[src/rtl/uart_pkg.sv]
// ---------------------------------------------------------------------------
// uart_pkg
// Shared definitions for the UART receive buffer slice.
//   UART_FIFO_DEPTH  : default number of receive FIFO entries
//   timeout_state_e  : encoding of the character-timeout FSM states
// ---------------------------------------------------------------------------
package uart_pkg;

  localparam int UART_FIFO_DEPTH = 16;

  typedef enum logic [1:0] {
    T_IDLE  = 2'b00,
    T_COUNT = 2'b01,
    T_FIRED = 2'b10
  } timeout_state_e;

endpackage

[src/rtl/uart_rx_fifo_if.sv]
// ---------------------------------------------------------------------------
// uart_rx_fifo_if
// Groups the receiver strobe, the register-side controls and the status
// outputs of uart_rx_fifo.
//   slave  modport : the FIFO itself (takes i_*, drives o_*)
//   master modport : the receiver / register interface driving the FIFO
// Optional members under UART_RX_FIFO_TIMEOUT_EN:
//   i_Timeout_Cycles (idle threshold), o_Timeout_Irq (character timeout)
// ---------------------------------------------------------------------------
interface uart_rx_fifo_if #(
  parameter int DEPTH = uart_pkg::UART_FIFO_DEPTH
);
  localparam int AW = $clog2(DEPTH);

  logic          i_Rx_DV;
  logic [7:0]    i_Rx_Byte;
  logic          i_Rd_En;
  logic          i_Fifo_Clr;
  logic          i_Clr_Ovf;
  logic [AW:0]   i_Watermark;
  logic [7:0]    o_Rd_Data;
  logic          o_Empty;
  logic          o_Full;
  logic [AW:0]   o_Level;
  logic          o_Overflow;
  logic          o_Wm_Irq;
`ifdef UART_RX_FIFO_TIMEOUT_EN
  logic [15:0]   i_Timeout_Cycles;
  logic          o_Timeout_Irq;
`endif

  modport slave (
    input  i_Rx_DV, i_Rx_Byte, i_Rd_En, i_Fifo_Clr, i_Clr_Ovf, i_Watermark,
`ifdef UART_RX_FIFO_TIMEOUT_EN
    input  i_Timeout_Cycles,
    output o_Timeout_Irq,
`endif
    output o_Rd_Data, o_Empty, o_Full, o_Level, o_Overflow, o_Wm_Irq
  );

  modport master (
    output i_Rx_DV, i_Rx_Byte, i_Rd_En, i_Fifo_Clr, i_Clr_Ovf, i_Watermark,
`ifdef UART_RX_FIFO_TIMEOUT_EN
    output i_Timeout_Cycles,
    input  o_Timeout_Irq,
`endif
    input  o_Rd_Data, o_Empty, o_Full, o_Level, o_Overflow, o_Wm_Irq
  );

endinterface

[src/rtl/uart_rx_timeout.sv]
// ---------------------------------------------------------------------------
// uart_rx_timeout
// Character-timeout FSM with a 16-bit idle counter. Raises o_irq once the
// FIFO has held data for i_threshold cycles with no accepted push or pop.
// Only instantiated when UART_RX_FIFO_TIMEOUT_EN is defined.
//   i_Clock, rst_ni : clock, synchronous active-low reset
//   i_push, i_pop   : accepted push / pop this cycle
//   i_empty_next    : FIFO will be empty in the next cycle
//   i_flush         : FIFO flush this cycle
//   i_threshold     : idle-cycle threshold, 0 disables
//   o_irq           : registered timeout interrupt (high in T_FIRED)
// ---------------------------------------------------------------------------
module uart_rx_timeout
  import uart_pkg::*;
(
  input  logic        i_Clock,
  input  logic        rst_ni,
  input  logic        i_push,
  input  logic        i_pop,
  input  logic        i_empty_next,
  input  logic        i_flush,
  input  logic [15:0] i_threshold,
  output logic        o_irq
);

  timeout_state_e state_q;
  logic [15:0]    cnt_q;
  logic           irq_q;
  logic [15:0]    cnt_inc;
  logic [15:0]    thr_m1;
  logic           activity;

  assign cnt_inc  = cnt_q + 16'd1;
  assign thr_m1   = i_threshold - 16'd1;
  assign activity = i_push | i_pop;

  // The FSM enters T_FIRED on the same edge the counter would reach
  // threshold-1, so the interrupt appears exactly i_threshold cycles after
  // the last push/pop. A threshold of 1 fires straight from a (re)load.
  // Using >= keeps a threshold lowered mid-count from being skipped over.
  always_ff @(posedge i_Clock) begin
    if (!rst_ni) begin
      state_q <= T_IDLE;
      cnt_q   <= '0;
      irq_q   <= 1'b0;
    end else if (i_flush || i_empty_next || (i_threshold == 16'd0)) begin
      state_q <= T_IDLE;
      cnt_q   <= '0;
      irq_q   <= 1'b0;
    end else begin
      case (state_q)
        T_COUNT: begin
          if (activity) begin
            cnt_q   <= '0;
            state_q <= (thr_m1 == 16'd0) ? T_FIRED : T_COUNT;
            irq_q   <= (thr_m1 == 16'd0);
          end else if (cnt_inc >= thr_m1) begin
            cnt_q   <= cnt_inc;
            state_q <= T_FIRED;
            irq_q   <= 1'b1;
          end else begin
            cnt_q   <= cnt_inc;
          end
        end
        T_FIRED: begin
          if (activity) begin
            cnt_q   <= '0;
            state_q <= (thr_m1 == 16'd0) ? T_FIRED : T_COUNT;
            irq_q   <= (thr_m1 == 16'd0);
          end
        end
        default: begin
          // FIFO just became (or is) non-empty: start counting from zero.
          cnt_q   <= '0;
          state_q <= (thr_m1 == 16'd0) ? T_FIRED : T_COUNT;
          irq_q   <= (thr_m1 == 16'd0);
        end
      endcase
    end
  end

  assign o_irq = irq_q;

endmodule

[src/rtl/uart_rx_fifo.sv]
// ---------------------------------------------------------------------------
// uart_rx_fifo
// Show-ahead receive FIFO between the UART receiver and the register bus.
// Captures bytes on the receiver strobe, reports level/full/empty,
// watermark and sticky overflow status.
//   i_Clock : clock
//   rst_ni  : synchronous active-low reset
//   bus     : uart_rx_fifo_if.slave (strobe, pop, flush, status outputs)
// Optional: define UART_RX_FIFO_TIMEOUT_EN to add the character-timeout
// interrupt (i_Timeout_Cycles / o_Timeout_Irq on the interface).
// ---------------------------------------------------------------------------
module uart_rx_fifo
  import uart_pkg::*;
#(
  parameter int DEPTH = UART_FIFO_DEPTH
) (
  input  logic           i_Clock,
  input  logic           rst_ni,
  uart_rx_fifo_if.slave  bus
);

  localparam int AW = $clog2(DEPTH);
  localparam logic [AW:0] PTR_ONE = (AW + 1)'(1);

  logic [AW:0] wr_ptr_q, wr_ptr_d;
  logic [AW:0] rd_ptr_q, rd_ptr_d;
  logic        overflow_q, overflow_d;
  logic [7:0]  mem_q [DEPTH];

  logic [AW:0] level;
  logic        empty;
  logic        full;
  logic        pop_acc;
  logic        push_acc;
  logic        drop;

  // Pointers carry one extra wrap bit so full and empty are distinguishable.
  assign level    = wr_ptr_q - rd_ptr_q;
  assign empty    = (wr_ptr_q == rd_ptr_q);
  assign full     = (wr_ptr_q[AW] != rd_ptr_q[AW]) &&
                    (wr_ptr_q[AW-1:0] == rd_ptr_q[AW-1:0]);
  assign pop_acc  = bus.i_Rd_En & ~empty;
  // A pop in the same cycle frees the slot, so a full FIFO still accepts.
  assign push_acc = bus.i_Rx_DV & (~full | pop_acc);
  assign drop     = bus.i_Rx_DV & full & ~pop_acc;

  // Next-state pointers and overflow. Flush wins over push/pop and the
  // byte lost to a flush is not an overflow; a new drop wins over clear.
  always_comb begin
    wr_ptr_d   = wr_ptr_q;
    rd_ptr_d   = rd_ptr_q;
    overflow_d = overflow_q;
    if (bus.i_Fifo_Clr) begin
      wr_ptr_d = '0;
      rd_ptr_d = '0;
    end else begin
      if (push_acc) wr_ptr_d = wr_ptr_q + PTR_ONE;
      if (pop_acc)  rd_ptr_d = rd_ptr_q + PTR_ONE;
    end
    if (drop && !bus.i_Fifo_Clr) begin
      overflow_d = 1'b1;
    end else if (bus.i_Clr_Ovf) begin
      overflow_d = 1'b0;
    end
  end

  always_ff @(posedge i_Clock) begin
    if (!rst_ni) begin
      wr_ptr_q   <= '0;
      rd_ptr_q   <= '0;
      overflow_q <= 1'b0;
    end else begin
      wr_ptr_q   <= wr_ptr_d;
      rd_ptr_q   <= rd_ptr_d;
      overflow_q <= overflow_d;
    end
  end

  // Storage is deliberately not reset; stale contents are hidden by the
  // empty mask on o_Rd_Data.
  always_ff @(posedge i_Clock) begin
    if (push_acc && !bus.i_Fifo_Clr) begin
      mem_q[wr_ptr_q[AW-1:0]] <= bus.i_Rx_Byte;
    end
  end

  assign bus.o_Rd_Data  = empty ? 8'h00 : mem_q[rd_ptr_q[AW-1:0]];
  assign bus.o_Empty    = empty;
  assign bus.o_Full     = full;
  assign bus.o_Level    = level;
  assign bus.o_Overflow = overflow_q;
  assign bus.o_Wm_Irq   = (bus.i_Watermark != '0) && (level >= bus.i_Watermark);

`ifdef UART_RX_FIFO_TIMEOUT_EN
  logic empty_next;

  // The timeout FSM reacts to the FIFO's next-cycle occupancy so that a
  // pop emptying the FIFO drops the interrupt on the following cycle.
  assign empty_next = (wr_ptr_d == rd_ptr_d);

  uart_rx_timeout u_timeout (
    .i_Clock      (i_Clock),
    .rst_ni       (rst_ni),
    .i_push       (push_acc),
    .i_pop        (pop_acc),
    .i_empty_next (empty_next),
    .i_flush      (bus.i_Fifo_Clr),
    .i_threshold  (bus.i_Timeout_Cycles),
    .o_irq        (bus.o_Timeout_Irq)
  );
`endif

endmodule

[src/flat_wrapper.sv]
// flat-port wrapper written by rule: the top's interface ports become plain ports
module uart_rx_fifo_flat import uart_pkg::*;
#(
  parameter int DEPTH = UART_FIFO_DEPTH
)
  (i_Clock, rst_ni, bus_i_Rx_DV, bus_i_Rx_Byte, bus_i_Rd_En, bus_i_Fifo_Clr, bus_i_Clr_Ovf, bus_i_Watermark, bus_o_Rd_Data, bus_o_Empty, bus_o_Full, bus_o_Level, bus_o_Overflow, bus_o_Wm_Irq);
  uart_rx_fifo_if #(.DEPTH(DEPTH)) bus_i ();
  input  logic i_Clock;
  input  logic rst_ni;
  input wire logic [$bits(bus_i.i_Rx_DV)-1:0] bus_i_Rx_DV;
  input wire logic [$bits(bus_i.i_Rx_Byte)-1:0] bus_i_Rx_Byte;
  input wire logic [$bits(bus_i.i_Rd_En)-1:0] bus_i_Rd_En;
  input wire logic [$bits(bus_i.i_Fifo_Clr)-1:0] bus_i_Fifo_Clr;
  input wire logic [$bits(bus_i.i_Clr_Ovf)-1:0] bus_i_Clr_Ovf;
  input wire logic [$bits(bus_i.i_Watermark)-1:0] bus_i_Watermark;
  output wire logic [$bits(bus_i.o_Rd_Data)-1:0] bus_o_Rd_Data;
  output wire logic [$bits(bus_i.o_Empty)-1:0] bus_o_Empty;
  output wire logic [$bits(bus_i.o_Full)-1:0] bus_o_Full;
  output wire logic [$bits(bus_i.o_Level)-1:0] bus_o_Level;
  output wire logic [$bits(bus_i.o_Overflow)-1:0] bus_o_Overflow;
  output wire logic [$bits(bus_i.o_Wm_Irq)-1:0] bus_o_Wm_Irq;
  assign bus_i.i_Rx_DV = bus_i_Rx_DV;
  assign bus_i.i_Rx_Byte = bus_i_Rx_Byte;
  assign bus_i.i_Rd_En = bus_i_Rd_En;
  assign bus_i.i_Fifo_Clr = bus_i_Fifo_Clr;
  assign bus_i.i_Clr_Ovf = bus_i_Clr_Ovf;
  assign bus_i.i_Watermark = bus_i_Watermark;
  assign bus_o_Rd_Data = bus_i.o_Rd_Data;
  assign bus_o_Empty = bus_i.o_Empty;
  assign bus_o_Full = bus_i.o_Full;
  assign bus_o_Level = bus_i.o_Level;
  assign bus_o_Overflow = bus_i.o_Overflow;
  assign bus_o_Wm_Irq = bus_i.o_Wm_Irq;
  uart_rx_fifo #(.DEPTH(DEPTH)) u_core (.i_Clock(i_Clock), .rst_ni(rst_ni), .bus(bus_i));
endmodule
[config.mk]
export PLATFORM = sky130hd
export DESIGN_NAME = uart_rx_fifo_flat
export DESIGN_NICKNAME = d
export VERILOG_FILES = /design/src/rtl/uart_pkg.sv /design/src/rtl/uart_rx_fifo_if.sv /design/src/rtl/uart_rx_timeout.sv /design/src/rtl/uart_rx_fifo.sv /design/src/flat_wrapper.sv
export SDC_FILE = /design/constraint.sdc
export NUM_CORES = 1
export LEC_CHECK = 0
export ABC_AREA = 0
export CAP_MARGIN = 40
export CORE_AREA = 2 2 99 124
export CTS_CLUSTER_SIZE = 16
export DETAILED_ROUTE_END_ITERATION = 16
export DIE_AREA = 0 0 101 126
export HOLD_SLACK_MARGIN = 0.05
export PLACE_DENSITY_LB_ADDON = 0.08
export SYNTH_ARGS = -nofsm -noshare
export SYNTH_HDL_FRONTEND = slang
export SYNTH_SLANG_ARGS = --single-unit
[constraint.sdc]
create_clock -name i_Clock -period 2.7 [get_ports i_Clock]
set_clock_uncertainty 0.1 [all_clocks]
set_input_delay 0.54 -clock i_Clock [delete_from_list [all_inputs] [get_ports i_Clock]]
set_output_delay 0.54 -clock i_Clock [all_outputs]
set_load 0.005 [all_outputs]
======== Yosys cells after proc, flatten, opt, wreduce, memory -nomap -nowiden ========
Memory sizes are Yosys's and may differ from the RTL's. A register that Yosys moved wholly into a read port is not among the register bits.
Cells that the tools add are included.
cells by class
  $add $sub $neg .......................... 3
  multiply operators ...................... 0
  divide/modulo/power cells ............... 0
  order comparisons ....................... 1
  equality and inequality tests ........... 3
  shifts and indexed selects .............. 0
  multiplexer cells ....................... 7
  bitwise operators ....................... 9
  reductions and logical operators ........ 8
operators by type and width
  operator               number
  $add A5 B1 Y5 const B  2
  $mux W4                2
  $mux W8                1
  $eq A5 B5 Y1           1
  $ge A5 B5 Y1           1
  $reduce_bool A5 Y1     1
  $sub A5 B5 Y5          1
  $and A1 B1 Y1          4
  $eq A4 B4 Y1           1
  $logic_and A1 B1 Y1    4
  $mux W1                4
  $not A1 Y1             4
  $reduce_bool A2 Y1     1
  $reduce_or A2 Y1       1
  $logic_not A1 Y1       1
  $ne A1 B1 Y1           1
  $or A1 B1 Y1           1
storage, ports and cells
  flip-flop bits (word level) ............. 11
  latch bits .............................. 0
  bits in writable memories ............... 128
  bits in read-only memories .............. 0
  bits of input ports ..................... 19
  output and inout bits ................... 17
  word-level logic and storage cells ...... 35
  memories ................................ 1
memory list
  memory        words  width  rd ports  clocked after Yosys merged registers in  wr ports  RTL line            RTL
  u_core.mem_q  16     8      1         1                                        1         uart_rx_fifo.sv:28  logic [7:0] mem_q [DEPTH];

======== Depth between registers and ports, before layout ========
  depth after elaboration ................. 8
  gate-level depth with buffers ........... 10
  gate-level depth less buffers ........... 10

======== Worst setup path before layout ========
OpenSTA, ideal clock, no wires.
  kind .................................... register to output
  start ................................... register u_core.wr_ptr_q[0]
  end ..................................... output port bus_o_Wm_Irq
  arrival ................................. 2030 ps
  required time ........................... 2060 ps
  setup slack ............................. 30 ps
  cell stages (with the launch flop) ...... 11
  path buffers ............................ 0
  cells stage by stage .................... dfxtp_1 > inv_1 > ha_1 > inv_1 > fa_1 > a21o_1 > a21oi_1 > xnor2_1 > ha_1 > o22ai_1 > a21oi_1
on the way
  cells in the longest elaborated chain, start to end .. 3
ends and longest elaborated chain
  what                    RTL line            RTL
  start, declared         uart_rx_fifo.sv:25  logic [AW:0] wr_ptr_q, wr_ptr_d;
  start signal, assigned  uart_rx_fifo.sv:73  wr_ptr_q <= wr_ptr_d;
  $sub A5 B5 Y5           uart_rx_fifo.sv:38  assign level = wr_ptr_q - rd_ptr_q;
  net bus_o_Level[4]      flat_wrapper.sv:19  output wire logic [$bits(bus_i.o_Level)-1:0] bus_o_Level;
  $ge A5 B5 Y1            uart_rx_fifo.sv:92  assign bus.o_Wm_Irq = (bus.i_Watermark != '0) && (level >= bus.i_Watermark);
  $logic_and A1 B1 Y1     uart_rx_fifo.sv:92
  end, declared           flat_wrapper.sv:21  output wire logic [$bits(bus_i.o_Wm_Irq)-1:0] bus_o_Wm_Irq;
The timed path passes the listed nets, and every way through them passes these cells.

======== Worst setup path in the final report ========
  start ................................... register u_core.wr_ptr_q[0]
  end ..................................... output port bus_o_Wm_Irq
on the way
  cells in the longest elaborated chain, start to end .. 3
ends and longest elaborated chain
  what                 RTL line
  $sub A5 B5 Y5        uart_rx_fifo.sv:38
  $ge A5 B5 Y1         uart_rx_fifo.sv:92
  $logic_and A1 B1 Y1  uart_rx_fifo.sv:92
No other way between the ends.

==> impl_metrics.tcl <==
set metrics [dict create \
    async_flop_share_pct 0 \
    synth_edf_count 128 \
    crit_path_cell_trace "inv_2 -> ha_4 -> inv_2 -> fa_2 -> a21o_1 -> a21oi_2 -> xnor2_2 -> ha_1 -> o22ai_2 -> a21oi_1 -> buf_2" \
    yosysMostFrequentCell "edfxtp_1" \
    gp_congestion 0.791 \
    syn_area_um2 6000 \
    crit_arrival_ns 2.38 \
    grt_util_met2_pct 39.3 \
    wl_per_cell_um 22.2 \
    io_pins 36 \
    grt_max_degree 20 \
    synthMuxAreaShare_pct 14.1 \
    nets 488 \
    n_antenna_cell 0 \
    status "complete, but fails checks" \
    worst_slack_ns -0.315 \
    track_usage_pct 22.7 \
    dr.pass1.iters 4 \
    fp-row-count 44 \
    port_buffers 35 \
    rsz0062_at_grt "true" \
    powerDensity_nw_per_um2 624 \
    path_delay_family "adder cells" \
    period_needed_ns 3.02 \
    ctsHoldBuffers 0 \
    synth_seq_area_share_pct 69.1 \
    worstSetupEndpointType "output port" \
    cts_inserted_buffers 17 \
    tightest_slew_ns 0.760 \
    cts-root-buf "clkbuf_16" \
    grt_overflow 0 \
    grt_busiest_layer "met2" \
    synth_top_family_by_area "multiplexers" \
    yosysWarnings 0 \
    grt.met3_usage_pct 5.27 \
    start_kind "register" \
    slew_viol_final 0 \
    die_w_um 101 \
    p_leak_uw 0.00282 \
    synthCells 329 \
    synth.distinct_cells 42 \
    fmax_mhz 332 \
    synth_simple_gate_area_share_pct 4.90 \
    vias 3437 \
    critPathMaxFanout 2 \
    synth_top_area_share_pct 64.1 \
    power.share.clock_pct 46.6 \
    p_int_uw 4010 \
    clk_pin_slew_ns 0.06 \
    clock_sinks 143 \
    finalSetupViolCount 12 \
    drt_iter0_drc 202 \
    timing.slew.headroom_pct 49.2 \
    max-vdd-ir-drop_mv 0.408 \
    finalCritPeriodShare_pct 112 \
    ant_nets 0 \
    synth_area_leader_cell "edfxtp_1" \
    use_met1_pct 27.9 \
    grt_pass1_vias 3744 \
    synth_area_leaders "edfxtp_1, mux4_2, dfxtp_1, mux4_1, ha_1" \
    switching_power_uw 1010 \
    netlist_top_cells_count "edfxtp_1, nor2_1, mux4_2, a211oi_1, dfxtp_1" \
    grt_pass1_wl_mm 20.8 \
    synth-seq-cells 143 \
    violations "setup timing" \
    areaGrowthSynthToFinish_pct 34.1 \
    synth_xor_area_share_pct 1.86 \
    critPathSlowestCell "fa_2" \
    p_sw_share_pct 20.1 \
    synth_compound_area_share_pct 4.40 \
    htree_levels 4 \
    slowest_delay_ns 0.34 \
    drive_gt1_share_pct 45.6 \
    clock_latency_ns 0.41 \
    cts_tree "done" \
    routed_wirelength_mm 13.5 \
    critical_path_class "register to output port" \
    die_y_um 126 \
    cts_max_path_buffers 2 \
    required_ns 2.06 \
    seq_power_share_pct 48.3 \
    initial_core_util_pct 51.9 \
    synth_nets 363 \
    hold_viol 0 \
    fp.dieArea_um2 12700 \
    drc 0 \
    synth_flop_cell "edfxtp_1" \
    antenna_found_initial 0 \
    vias_per_cell 5.68 \
    synth_area_per_cell_um2 18.2 \
    nFillCells 792 \
    synth_fa_ha_area_share_pct 3.26 \
    setup_tns_ns -0.920 \
    power.share.combinational_pct 5.0 \
    whs_ns 0.419 \
    coreArea_um2 11600 \
    cap_violations 0 \
    crit_top_cell "inv_2" \
    hold_path_class "register to register" \
    crit_buf_inv 3 \
    place_hpwl_mm 7.92 \
]
==> power by group through the flow <==
stage	Clock [µW]	Combinational [µW]	Sequential, µW
6_report	2340	253	2420
5_1_grt	2460	274	2420
4_1_cts	2370	240	2420
3_5_place_dp	0	197	2470
3_3_place_gp	0	193	2470
2_1_floorplan	0	77.2	2470
==> per-layer routing <==
layer | vias up | wire length [µm]
met3 | 18 | 503
met1 | 1765 | 5500
met4 | 0 | 236
met2 | 93 | 7220
met5 | - | 0
li1 | 1561 | -
==> per-stage QoR <==
stage          cells  utilization, %  cell area [µm²]  total power, µW  setup slack (ns)
2_1_floorplan    329               -             6000             2550            0.0300
3_3_place_gp     542            59.4             6860             2660            -0.357
3_5_place_dp     542            59.4             6860             2670            -0.389
4_1_cts          605            68.7             7950             5030            -0.347
5_1_grt          605            69.5             8040             5160            -0.426
6_report         605            69.5             8040             5010            -0.315
==> worst register-to-register path, delay by kind of cell (launching register included) <==
| kind | cells | cell delay [ns] |
|---|---|---|
| buf+inv | 6 | 0.83 |
| compound gates | 1 | 0.35 |
| simple gates | 3 | 0.52 |
| fa+ha+maj | 1 | 0.32 |
| flops | 1 | 0.34 |
==> path summary, 6_finish.rpt <==
path | startpoint | endpoint | slack, ns | depth (start not counted)
setup / recovery | u_core.wr_ptr_q[0] | bus_o_Wm_Irq | -0.32 | 11
hold / removal | u_core.bus.o_Overflow | u_core.bus.o_Overflow | 0.42 | 2
setup reg to reg | u_core.rd_ptr_q[2] | u_core.mem_q[9][3] | 0 | 11
hold reg to reg | u_core.bus.o_Overflow | u_core.bus.o_Overflow | 0.42 | 2
==> flip-flops by register name (all words and copies together) (netlist names), named ones only <==
signal                 cells
u_core.bus.o_Overflow      1
u_core.mem_q             128
u_core.rd_ptr_q            5
u_core.wr_ptr_q            5
==> logic make-up after synthesis <==
kind of cell | after synthesis
buffers and inverters | 25
multiplexers | 41
flip-flops | 143
XOR/XNOR | 11
AND/OR/NAND/NOR | 57
AO/OA/AOI/OAI | 37
adder cells (fa/ha/maj) | 15
==> area by class of cell <==
cell class	instances	area (µm²)	area share, %
well taps	138	173	2.15
flip-flops and latches	143	4150	51.7
inverters	11	41.3	0.514
clock buffers	19	433	5.39
clock inverters	13	164	2.04
multi-input cells	161	1970	24.5
repair buffers	120	1100	13.7
==> cell usage in the layout, fill, tap and decap left out, types with 4 or more instances in the layout <==
cell             synthesis  final
edfxtp_1               128    128
buf_4                    3     58
mux4_2                  23     31
clkdlybuf4s50_1          0     22
buf_6                    2     22
nor2_1                  27     18
clkbuf_16                0     17
a211oi_2                 0     14
inv_1                   11      9
mux2i_1                  9      9
ha_1                    14      9
dfxtp_1                 15      9
buf_2                    5      9
nor2b_4                  0      7
nor2_2                   0      6
xor2_1                   5      5
nand2b_1                 7      5
ha_4                     0      5
dfxtp_2                  0      5
a21oi_1                  6      4
==> timing repair <==
item / CTS / global route
pin swaps: 28 / 22
buffers inserted: 30 / 9
gates cloned: 2 / 0
endpoints found under the setup margin: 15 / 89
gates resized for setup: 120 / 29
Note: power is estimated with default switching activity, not from simulation.
